### src/rtl/reg_stage_rev_m.sv
// Fully registered skid-buffer stage: breaks both the forward valid/data path
// and the backward ready path of a valid/ready handshake.
module reg_stage_rev_m #(
    parameter type DATA_T = logic [31:0]
) (
    input  logic       clk,
    input  logic       rst,
    input  logic       valid_src,
    output logic       ready_src,
    input  DATA_T      src,
    output logic       valid_dst,
    input  logic       ready_dst,
    output DATA_T      dst,
    output logic [1:0] count
);

    typedef enum logic [1:0] {
        ST_EMPTY = 2'd0,
        ST_ONE   = 2'd1,
        ST_TWO   = 2'd2
    } state_t;

    state_t state_r;
    state_t state_s;
    logic   ready_src_r;
    logic   valid_dst_r;
    logic [1:0] count_r;
    DATA_T  main_r;
    DATA_T  skid_r;

    logic in_hs_s;
    logic out_hs_s;
    logic load_main_src_s;
    logic load_main_skid_s;
    logic load_skid_s;

    assign in_hs_s  = valid_src && ready_src_r;
    assign out_hs_s = valid_dst_r && ready_dst;

    // Next-state and register-load decode for the three occupancy states.
    always_comb begin
        state_s          = state_r;
        load_main_src_s  = 1'b0;
        load_main_skid_s = 1'b0;
        load_skid_s      = 1'b0;
        case (state_r)
            ST_EMPTY: begin
                if (in_hs_s) begin
                    load_main_src_s = 1'b1;
                    state_s         = ST_ONE;
                end else begin
                    state_s = ST_EMPTY;
                end
            end
            ST_ONE: begin
                if (in_hs_s && out_hs_s) begin
                    load_main_src_s = 1'b1;
                    state_s         = ST_ONE;
                end else if (in_hs_s) begin
                    load_skid_s = 1'b1;
                    state_s     = ST_TWO;
                end else if (out_hs_s) begin
                    state_s = ST_EMPTY;
                end else begin
                    state_s = ST_ONE;
                end
            end
            ST_TWO: begin
                // ready_src is low in this state, so only the drain of M matters.
                if (out_hs_s) begin
                    load_main_skid_s = 1'b1;
                    state_s          = ST_ONE;
                end else begin
                    state_s = ST_TWO;
                end
            end
            default: begin
                state_s = ST_EMPTY;
            end
        endcase
    end

    // Control flops: every handshake output is taken from a register.
    always_ff @(posedge clk) begin
        if (rst) begin
            state_r     <= ST_EMPTY;
            count_r     <= 2'd0;
            valid_dst_r <= 1'b0;
            ready_src_r <= 1'b0;
        end else begin
            state_r     <= state_s;
            count_r     <= state_s;
            valid_dst_r <= (state_s != ST_EMPTY);
            ready_src_r <= (state_s != ST_TWO);
        end
    end

    // Payload storage; contents are don't-care while the stage is empty.
    always_ff @(posedge clk) begin
        if (load_main_src_s) begin
            main_r <= src;
        end else if (load_main_skid_s) begin
            main_r <= skid_r;
        end else begin
            main_r <= main_r;
        end
        if (load_skid_s) begin
            skid_r <= src;
        end else begin
            skid_r <= skid_r;
        end
    end

    assign ready_src = ready_src_r;
    assign valid_dst = valid_dst_r;
    assign dst       = main_r;
    assign count     = count_r;

endmodule
### config.mk
export PLATFORM = sky130hd
export DESIGN_NAME = reg_stage_rev_m
export DESIGN_NICKNAME = d
export VERILOG_FILES = /design/src/rtl/reg_stage_rev_m.sv
export SDC_FILE = /design/constraint.sdc
export NUM_CORES = 1
export LEC_CHECK = 0
export CAP_MARGIN = 10
export CORE_MARGIN = 2
export CORE_UTILIZATION = 33
export CTS_CLUSTER_SIZE = 20
export DETAILED_ROUTE_END_ITERATION = 6
export GPL_ROUTABILITY_DRIVEN = 0
export GPL_TIMING_DRIVEN = 0
export PLACE_DENSITY_LB_ADDON = 0.25
export SYNTH_ARGS = -nofsm -noshare
export SYNTH_HDL_FRONTEND = slang
export SYNTH_SLANG_ARGS = --single-unit
### constraint.sdc
create_clock -name clk -period 2.1 [get_ports clk]
set_input_delay 0.315 -clock clk [delete_from_list [all_inputs] [get_ports clk]]
set_output_delay 0.315 -clock clk [all_outputs]
set_load 0.01 [all_outputs]
==> results of run 1 <==
-- state kept, by name, indices dropped and copies added, names as in the netlist --
| signal | count |
|---|---|
| ready_src | 1 |
| valid_dst | 1 |
| count | 2 |
| dst | 32 |
| skid_r | 32 |
-- kinds of logic (layout without fill, tap and decap cells) --
group,Yosys count,after routing,share of synthesized area [%]
buffers and inverters,7,103,1.90
AO/OA/AOI/OAI,8,9,2.34
AND/OR/NAND/NOR,10,10,2.64
multiplexers,32,32,14.1
adder cells (fa/ha/maj),2,2,0.976
flip-flops,68,68,78.1
-- per-stage QoR --
stage	hold WS (ns)	std cells	TNS [ns]	worst slack (ns)	power, uW
floorplan	0.384	127	0	0.184	1730
global placement	0.507	300	-47.85	-0.666	1910
detailed placement	0.512	301	-35.53	-0.523	1920
CTS	0.529	320	0	0.00141	2910
global route	0.542	326	0	0.00735	3000
finish	0.531	326	0	0.108	2870
-- what timing repair did --
item / in CTS / in global routing
hold buffers: 0 / 0
endpoints found under the setup margin: 42 / 73
endpoints found under the hold margin: 0 / 0
pin swaps: 1 / 1
cloned: 1 / 0
gates resized for setup: 2 / 0
setup buffers: 2 / 6
-- final timing paths --
kind             end  slack [ns]  depth (start not counted)
max          dst[25]        0.11                          8
min          dst[30]        0.53                          1
max reg2reg  dst[25]        0.20                          7
min reg2reg  dst[30]        0.53                          1
-- cells in the mapped netlist --
master / count
sky130_fd_sc_hd__a211oi_1: 1
sky130_fd_sc_hd__a21oi_1: 3
sky130_fd_sc_hd__a21oi_4: 1
sky130_fd_sc_hd__a31o_2: 1
sky130_fd_sc_hd__and2_1: 1
sky130_fd_sc_hd__buf_6: 3
sky130_fd_sc_hd__clkbuf_1: 1
sky130_fd_sc_hd__dfxtp_1: 4
sky130_fd_sc_hd__edfxtp_1: 64
sky130_fd_sc_hd__ha_1: 2
sky130_fd_sc_hd__inv_1: 3
sky130_fd_sc_hd__mux2_1: 2
sky130_fd_sc_hd__mux2_2: 30
sky130_fd_sc_hd__nand2_1: 2
sky130_fd_sc_hd__nand3_1: 1
sky130_fd_sc_hd__nand3b_1: 1
sky130_fd_sc_hd__nand3b_4: 1
sky130_fd_sc_hd__nor2_1: 2
sky130_fd_sc_hd__nor3b_1: 1
sky130_fd_sc_hd__o21a_1: 1
sky130_fd_sc_hd__o21ai_0: 1
sky130_fd_sc_hd__or3_1: 1
-- per-layer routing --
metal	routed length, um	GRT usage (%)
met5	0	0
met4	108	6.34
met3	270	3.53
met2	2300	19.1
met1	2210	15.7
-- critical path: cells and delay by family --
family	cells	cell delay (ns)
simple gates	2	0.17
buf+inv	3	0.82
fa+ha+maj	1	0.17
mux	1	0.35
compound gates	1	0.24
-- power by group through the flow --
stage | Sequential [uW] | Combinational [uW] | Clock, uW
final | 1570 | 355 | 952
after global placement | 1600 | 315 | 0
after CTS | 1570 | 347 | 992
after detailed placement | 1600 | 320 | 0
after floorplan | 1620 | 116 | 0
after global routing | 1570 | 381 | 1040
-- cell type report --
class | count | area, sq um | area share [%]
multi-input combinational | 53 | 539 | 14.4
sequential | 68 | 2000 | 53.5
buffer | 4 | 37.5 | 1.00
clock inverter | 7 | 50.0 | 1.34
tap | 102 | 128 | 3.41
timing repair buffer | 80 | 848 | 22.7
inverter | 3 | 15.0 | 0.401
clock buffer | 9 | 124 | 3.31
==> impl_metrics.prom, run 1 <==
# TYPE chip_impl_metric gauge
chip_impl_metric{name="finalSetupViolCount",unit=""} 0
chip_impl_metric{name="postSynthAreaPerCell",unit="sq um"} 20.2
chip_impl_metric{name="placed_cell_area",unit="sq mm"} 0.00344
chip_impl_metric{name="cts.path.max_buffers",unit=""} 2
chip_impl_metric{name="post_route_cells_drive_above_1_share",unit="%"} 27.7
chip_impl_info{name="reg_to_reg_startpoint",value="valid_dst"} 1
chip_impl_metric{name="fmaxAchievable",unit="MHz"} 502
chip_impl_metric{name="dr.first_iter.drc_count",unit=""} 36
chip_impl_metric{name="share_comb_of_total_power",unit="%"} 12.4
chip_impl_metric{name="detail_route.wirelength",unit="um"} 4880
chip_impl_metric{name="post_synthesis_cells",unit=""} 127
chip_impl_metric{name="internal_power",unit="uW"} 2200
chip_impl_info{name="critical_path.startpoint",value="ready_dst"} 1
chip_impl_metric{name="timing.clock.skew",unit="ns"} 0.00985
chip_impl_info{name="cts_root_buf",value="sky130_fd_sc_hd__clkbuf_8"} 1
chip_impl_info{name="class_of_the_most_critical_hold_timing_path",value="reg -> reg"} 1
chip_impl_metric{name="timing_worst_slew_pin_value",unit="ns"} 0.503
chip_impl_info{name="most_frequent_standard_cell_in_the_layout_excluding_fill_and_tap_cells",value="sky130_fd_sc_hd__clkdlybuf4s50_1"} 1
chip_impl_metric{name="drc_errors",unit=""} 0
chip_impl_metric{name="critPathArrivalTime",unit="ns"} 2.08
chip_impl_metric{name="wl_per_cell",unit="um"} 15.0
chip_impl_info{name="outcome",value="complete, no violations"} 1
chip_impl_metric{name="synth.top_cell.area_share",unit="%"} 75.0
chip_impl_metric{name="ant_nets",unit=""} 0
chip_impl_info{name="final_cell_mix",value="sky130_fd_sc_hd__clkdlybuf4s50_1, sky130_fd_sc_hd__edfxtp_1, sky130_fd_sc_hd__mux2_2, sky130_fd_sc_hd__clkbuf_8"} 1
chip_impl_info{name="worst_hold_startpoint",value="skid_r[30]"} 1
chip_impl_metric{name="placement.io_buffers",unit=""} 71
chip_impl_metric{name="insertion_delay",unit="ns"} 0.34
chip_impl_metric{name="start_util",unit="%"} 33.7
chip_impl_metric{name="num-nets-final",unit=""} 257
chip_impl_metric{name="antenna_fix_cells",unit=""} 0
chip_impl_metric{name="crit_path_max_fanout",unit=""} 11
chip_impl_metric{name="first_global_vias",unit=""} 1473
chip_impl_metric{name="numClockSinks",unit=""} 68
chip_impl_metric{name="sequential_element_share_of_the_synthesized_area",unit="%"} 78.1
chip_impl_metric{name="post_synth_num_cell_types",unit=""} 22
chip_impl_metric{name="ios",unit=""} 72
chip_impl_metric{name="chip_height",unit="um"} 92.1
chip_impl_metric{name="grt.total_usage",unit="%"} 12.3
chip_impl_metric{name="overflow_left_after_global_routing",unit=""} 0
chip_impl_metric{name="dr_total_vias",unit=""} 1466
chip_impl_metric{name="clock_tree.htree_level_count",unit=""} 3
chip_impl_metric{name="timing.final.crit_period",unit="ns"} 1.99
chip_impl_info{name="critical_path_end_type",value="register"} 1
chip_impl_metric{name="switching_part_of_the_total_power",unit="%"} 23.5
chip_impl_metric{name="route.detailed.vias_per_inst",unit=""} 4.50
chip_impl_metric{name="grt_start_max_net_pins",unit=""} 18
chip_impl_metric{name="worst-endpoint-required",unit="ns"} 2.19
chip_impl_metric{name="power.static_leakage",unit="uW"} 0.00127
chip_impl_metric{name="grt_pass1_wl",unit="um"} 7710
chip_impl_info{name="dominant_cell_type_by_area_after_synthesis",value="sky130_fd_sc_hd__edfxtp_1"} 1
chip_impl_metric{name="clk_pin_slew",unit="ns"} 0.08
chip_impl_metric{name="antenna_found_initial",unit=""} 0
chip_impl_info{name="yosys-top-cells-area",value="sky130_fd_sc_hd__edfxtp_1, sky130_fd_sc_hd__mux2_2, sky130_fd_sc_hd__dfxtp_1"} 1
chip_impl_info{name="unrepaired_setup_endpoints_after_global_routing",value="no"} 1
chip_impl_metric{name="die_width",unit="um"} 92.1
chip_impl_metric{name="syn_area",unit="sq mm"} 0.00256
chip_impl_metric{name="synth_seq_cells",unit=""} 68
chip_impl_metric{name="die_area",unit="sq mm"} 0.00849
chip_impl_metric{name="maxCapViolCount",unit=""} 0
chip_impl_metric{name="cpPeakStageDelay",unit="ns"} 0.45
chip_impl_metric{name="slew_violations",unit=""} 0
chip_impl_metric{name="clock_power_share",unit="%"} 33.1
chip_impl_metric{name="power_density",unit="mW/mm^2"} 767
chip_impl_info{name="path_common_cell",value="sky130_fd_sc_hd__nand2_1"} 1
chip_impl_info{name="critPathLaunchType",value="input pin"} 1
chip_impl_metric{name="worst_ir_drop_vdd",unit="V"} 0.000287
chip_impl_metric{name="filler_cell_count",unit=""} 684
chip_impl_info{name="worstSetupPathType",value="in -> reg"} 1
chip_impl_metric{name="detailedPlacementHpwl",unit="um"} 2990
chip_impl_metric{name="final_core_utilization",unit="%"} 49.2
chip_impl_metric{name="timing_hold_violations_final",unit=""} 0
chip_impl_metric{name="dr.pass1.iters",unit=""} 4
chip_impl_metric{name="core-area",unit="sq mm"} 0.00761
chip_impl_metric{name="p_switching",unit="uW"} 675
chip_impl_metric{name="synthToLayoutAreaGrowth",unit="%"} 46.0
chip_impl_info{name="worstPathCellList",value="clkdlybuf4s50_1 > nand2_1 > inv_1 > ha_1 > nand2_1 > a21oi_4 > buf_6 > mux2_2"} 1
chip_impl_info{name="crit_path_top_delay_cell",value="sky130_fd_sc_hd__clkdlybuf4s50_1"} 1
chip_impl_metric{name="placement_rows",unit=""} 32
chip_impl_metric{name="part_of_the_cycle_the_worst_path_needs",unit="%"} 94.9
chip_impl_metric{name="timing.max_slew.rel_slack",unit="%"} 66.5
chip_impl_metric{name="synth_fp_nets",unit=""} 165
chip_impl_metric{name="seqPwrFrac",unit="%"} 54.5
chip_impl_info{name="cts_tree",value="yes"} 1
chip_impl_metric{name="layout.cell_area.non_filler",unit="sq mm"} 0.00374
chip_impl_metric{name="numCtsBuffers",unit=""} 9
chip_impl_metric{name="yosys_warnings",unit=""} 0
(Power assumes the default switching activity.)
==> inputs of run 2 (changes only) <==
--- a/config.mk
+++ b/config.mk
@@ -11,7 +11,6 @@
 export CTS_CLUSTER_SIZE = 20
 export DETAILED_ROUTE_END_ITERATION = 6
 export GPL_ROUTABILITY_DRIVEN = 0
-export GPL_TIMING_DRIVEN = 0
 export PLACE_DENSITY_LB_ADDON = 0.25
 export SYNTH_ARGS = -nofsm -noshare
 export SYNTH_HDL_FRONTEND = slang
==> impl_metrics.prom, run 2 (synthesis gave the netlist of run 1 again) <==
# TYPE chip_impl_metric gauge
chip_impl_info{name="outcome",value="complete, no violations"} 1
chip_impl_metric{name="chip_height",unit="um"} 92.1
chip_impl_metric{name="slew_violations",unit=""} 0
chip_impl_metric{name="first_global_vias",unit=""} 1423
chip_impl_metric{name="timing_worst_slew_pin_value",unit="ns"} 0.364
chip_impl_metric{name="final_core_utilization",unit="%"} 48.9
chip_impl_metric{name="power_density",unit="mW/mm^2"} 788
chip_impl_metric{name="cts.path.max_buffers",unit=""} 2
chip_impl_metric{name="post_cts.repair.setup_buffers",unit=""} 0
chip_impl_info{name="cts_root_buf",value="sky130_fd_sc_hd__clkbuf_8"} 1
chip_impl_metric{name="worst_ir_drop_vdd",unit="V"} 0.000298
chip_impl_metric{name="post_route_cells_drive_above_1_share",unit="%"} 26.2
chip_impl_metric{name="layoutNonFillerInstCount",unit=""} 323
chip_impl_metric{name="worst_hold_slack",unit="ns"} 0.537
chip_impl_info{name="critPathLaunchType",value="input pin"} 1
chip_impl_metric{name="num-nets-final",unit=""} 254
chip_impl_metric{name="final.setup.tns",unit="ns"} 0
chip_impl_metric{name="clk_pin_slew",unit="ns"} 0.07
chip_impl_metric{name="worst-endpoint-required",unit="ns"} 2.18
chip_impl_metric{name="placement.io_buffers",unit=""} 71
chip_impl_metric{name="fmaxAchievable",unit="MHz"} 542
chip_impl_metric{name="start_util",unit="%"} 33.7
chip_impl_info{name="final_cell_mix",value="sky130_fd_sc_hd__clkdlybuf4s50_1, sky130_fd_sc_hd__edfxtp_1, sky130_fd_sc_hd__mux2_2, sky130_fd_sc_hd__clkbuf_8, sky130_fd_sc_hd__buf_12"} 1
chip_impl_metric{name="timing_hold_violations_final",unit=""} 0
chip_impl_metric{name="die_area",unit="sq mm"} 0.00849
chip_impl_info{name="unrepaired_setup_endpoints_after_global_routing",value="no"} 1
chip_impl_metric{name="ios",unit=""} 72
chip_impl_metric{name="antenna_found_initial",unit=""} 0
chip_impl_metric{name="antenna_fix_cells",unit=""} 0
chip_impl_metric{name="drc_errors",unit=""} 0
chip_impl_metric{name="synthToLayoutAreaGrowth",unit="%"} 45.1
chip_impl_metric{name="dr_total_vias",unit=""} 1401
chip_impl_metric{name="grt_start_max_net_pins",unit=""} 19
chip_impl_metric{name="clock_tree.htree_level_count",unit=""} 3
chip_impl_metric{name="crit_path_max_fanout",unit=""} 18
chip_impl_metric{name="core-area",unit="sq mm"} 0.00761
chip_impl_metric{name="detailedPlacementHpwl",unit="um"} 3200
chip_impl_info{name="cts_tree",value="yes"} 1
chip_impl_metric{name="finalWorstSetupSlack",unit="ns"} 0.256
chip_impl_metric{name="die_width",unit="um"} 92.1
chip_impl_metric{name="part_of_the_cycle_the_worst_path_needs",unit="%"} 87.8
chip_impl_metric{name="detailedPlace.worstSlack",unit="ns"} -0.113
chip_impl_metric{name="timing.max_slew.rel_slack",unit="%"} 75.7
chip_impl_metric{name="dr.pass1.iters",unit=""} 4
chip_impl_info{name="worstSetupPathType",value="in -> reg"} 1
chip_impl_metric{name="timing.final.crit_period",unit="ns"} 1.84
chip_impl_metric{name="critPathArrivalTime",unit="ns"} 1.93
chip_impl_metric{name="route.detailed.vias_per_inst",unit=""} 4.34
chip_impl_metric{name="dr.first_iter.drc_count",unit=""} 29
chip_impl_metric{name="filler_cell_count",unit=""} 670
chip_impl_metric{name="numClockSinks",unit=""} 68
chip_impl_info{name="critical_path_end_type",value="register"} 1
chip_impl_metric{name="post-place-cells",unit=""} 307
chip_impl_metric{name="grt_pass1_wl",unit="um"} 7250
chip_impl_metric{name="placement_rows",unit=""} 32
chip_impl_metric{name="grt.total_usage",unit="%"} 11.4
chip_impl_metric{name="maxCapViolCount",unit=""} 0
chip_impl_metric{name="timing.clock.skew",unit="ns"} 0.00866
chip_impl_metric{name="numCtsBuffers",unit=""} 9
chip_impl_info{name="class_of_the_most_critical_hold_timing_path",value="reg -> reg"} 1
chip_impl_metric{name="cts_hold_fix_bufs",unit=""} 0
chip_impl_metric{name="detail_route.wirelength",unit="um"} 4620
chip_impl_metric{name="ant_nets",unit=""} 0
chip_impl_metric{name="wl_per_cell",unit="um"} 14.3
chip_impl_metric{name="post_cts_resize_count",unit=""} 0
chip_impl_metric{name="finalSetupViolCount",unit=""} 0
chip_impl_metric{name="overflow_left_after_global_routing",unit=""} 0
chip_impl_metric{name="insertion_delay",unit="ns"} 0.33
chip_impl_metric{name="power.static_leakage",unit="uW"} 0.00127
chip_impl_info{name="most_frequent_standard_cell_in_the_layout_excluding_fill_and_tap_cells",value="sky130_fd_sc_hd__clkdlybuf4s50_1"} 1
-- run 2: power by group --
group	internal (uW)	switching, uW
registers	1550	19.9
logic	213	130
clock network	542	479
-- run 2: metrics by stage --
stage          cell area, sq um  power, uW
5_1_grt                    3720       3050
3_3_place_gp               3530       1940
2_1_floorplan              2570       1730
6_report                   3720       2930
3_5_place_dp               3530       1950
4_1_cts                    3720       2980
-- run 2: per-layer routing --
metal / vias up / global-route usage [%] / routed length (um)
met5: - / 0 / 0
met4: 0 / 4.85 / 61
met3: 6 / 3.70 / 249
met2: 50 / 18.0 / 2170
met1: 675 / 14.5 / 2140
li1: 670 / - / -
-- run 2: final cells by class --
type	count	area (sq um)	area share (%)
flip-flops and latches	68	2000	53.8
multi-input cells	52	522	14.0
well taps	102	128	3.43
repair buffers	82	868	23.3
inverters	3	11.3	0.303
clock buffers	9	124	3.33
clock inverters	7	66.3	1.78
-- run 2: critical path, cell delays in order --
cell and delay, ns:
sky130_fd_sc_hd__clkdlybuf4s50_1 0.47, sky130_fd_sc_hd__and2_1 0.14, sky130_fd_sc_hd__ha_1 0.14, sky130_fd_sc_hd__nand2_1 0.08
sky130_fd_sc_hd__a21oi_4 0.23, sky130_fd_sc_hd__buf_12 0.19, sky130_fd_sc_hd__mux2_2 0.35
-- run 2: final timing paths --
check,slack (ns),endpoint,from,cells after the start
max,0.26,dst[8],valid_src,7
min,0.54,dst[30],skid_r[30],1
max reg2reg,0.29,dst[8],ready_src,6
min reg2reg,0.54,dst[30],skid_r[30],1
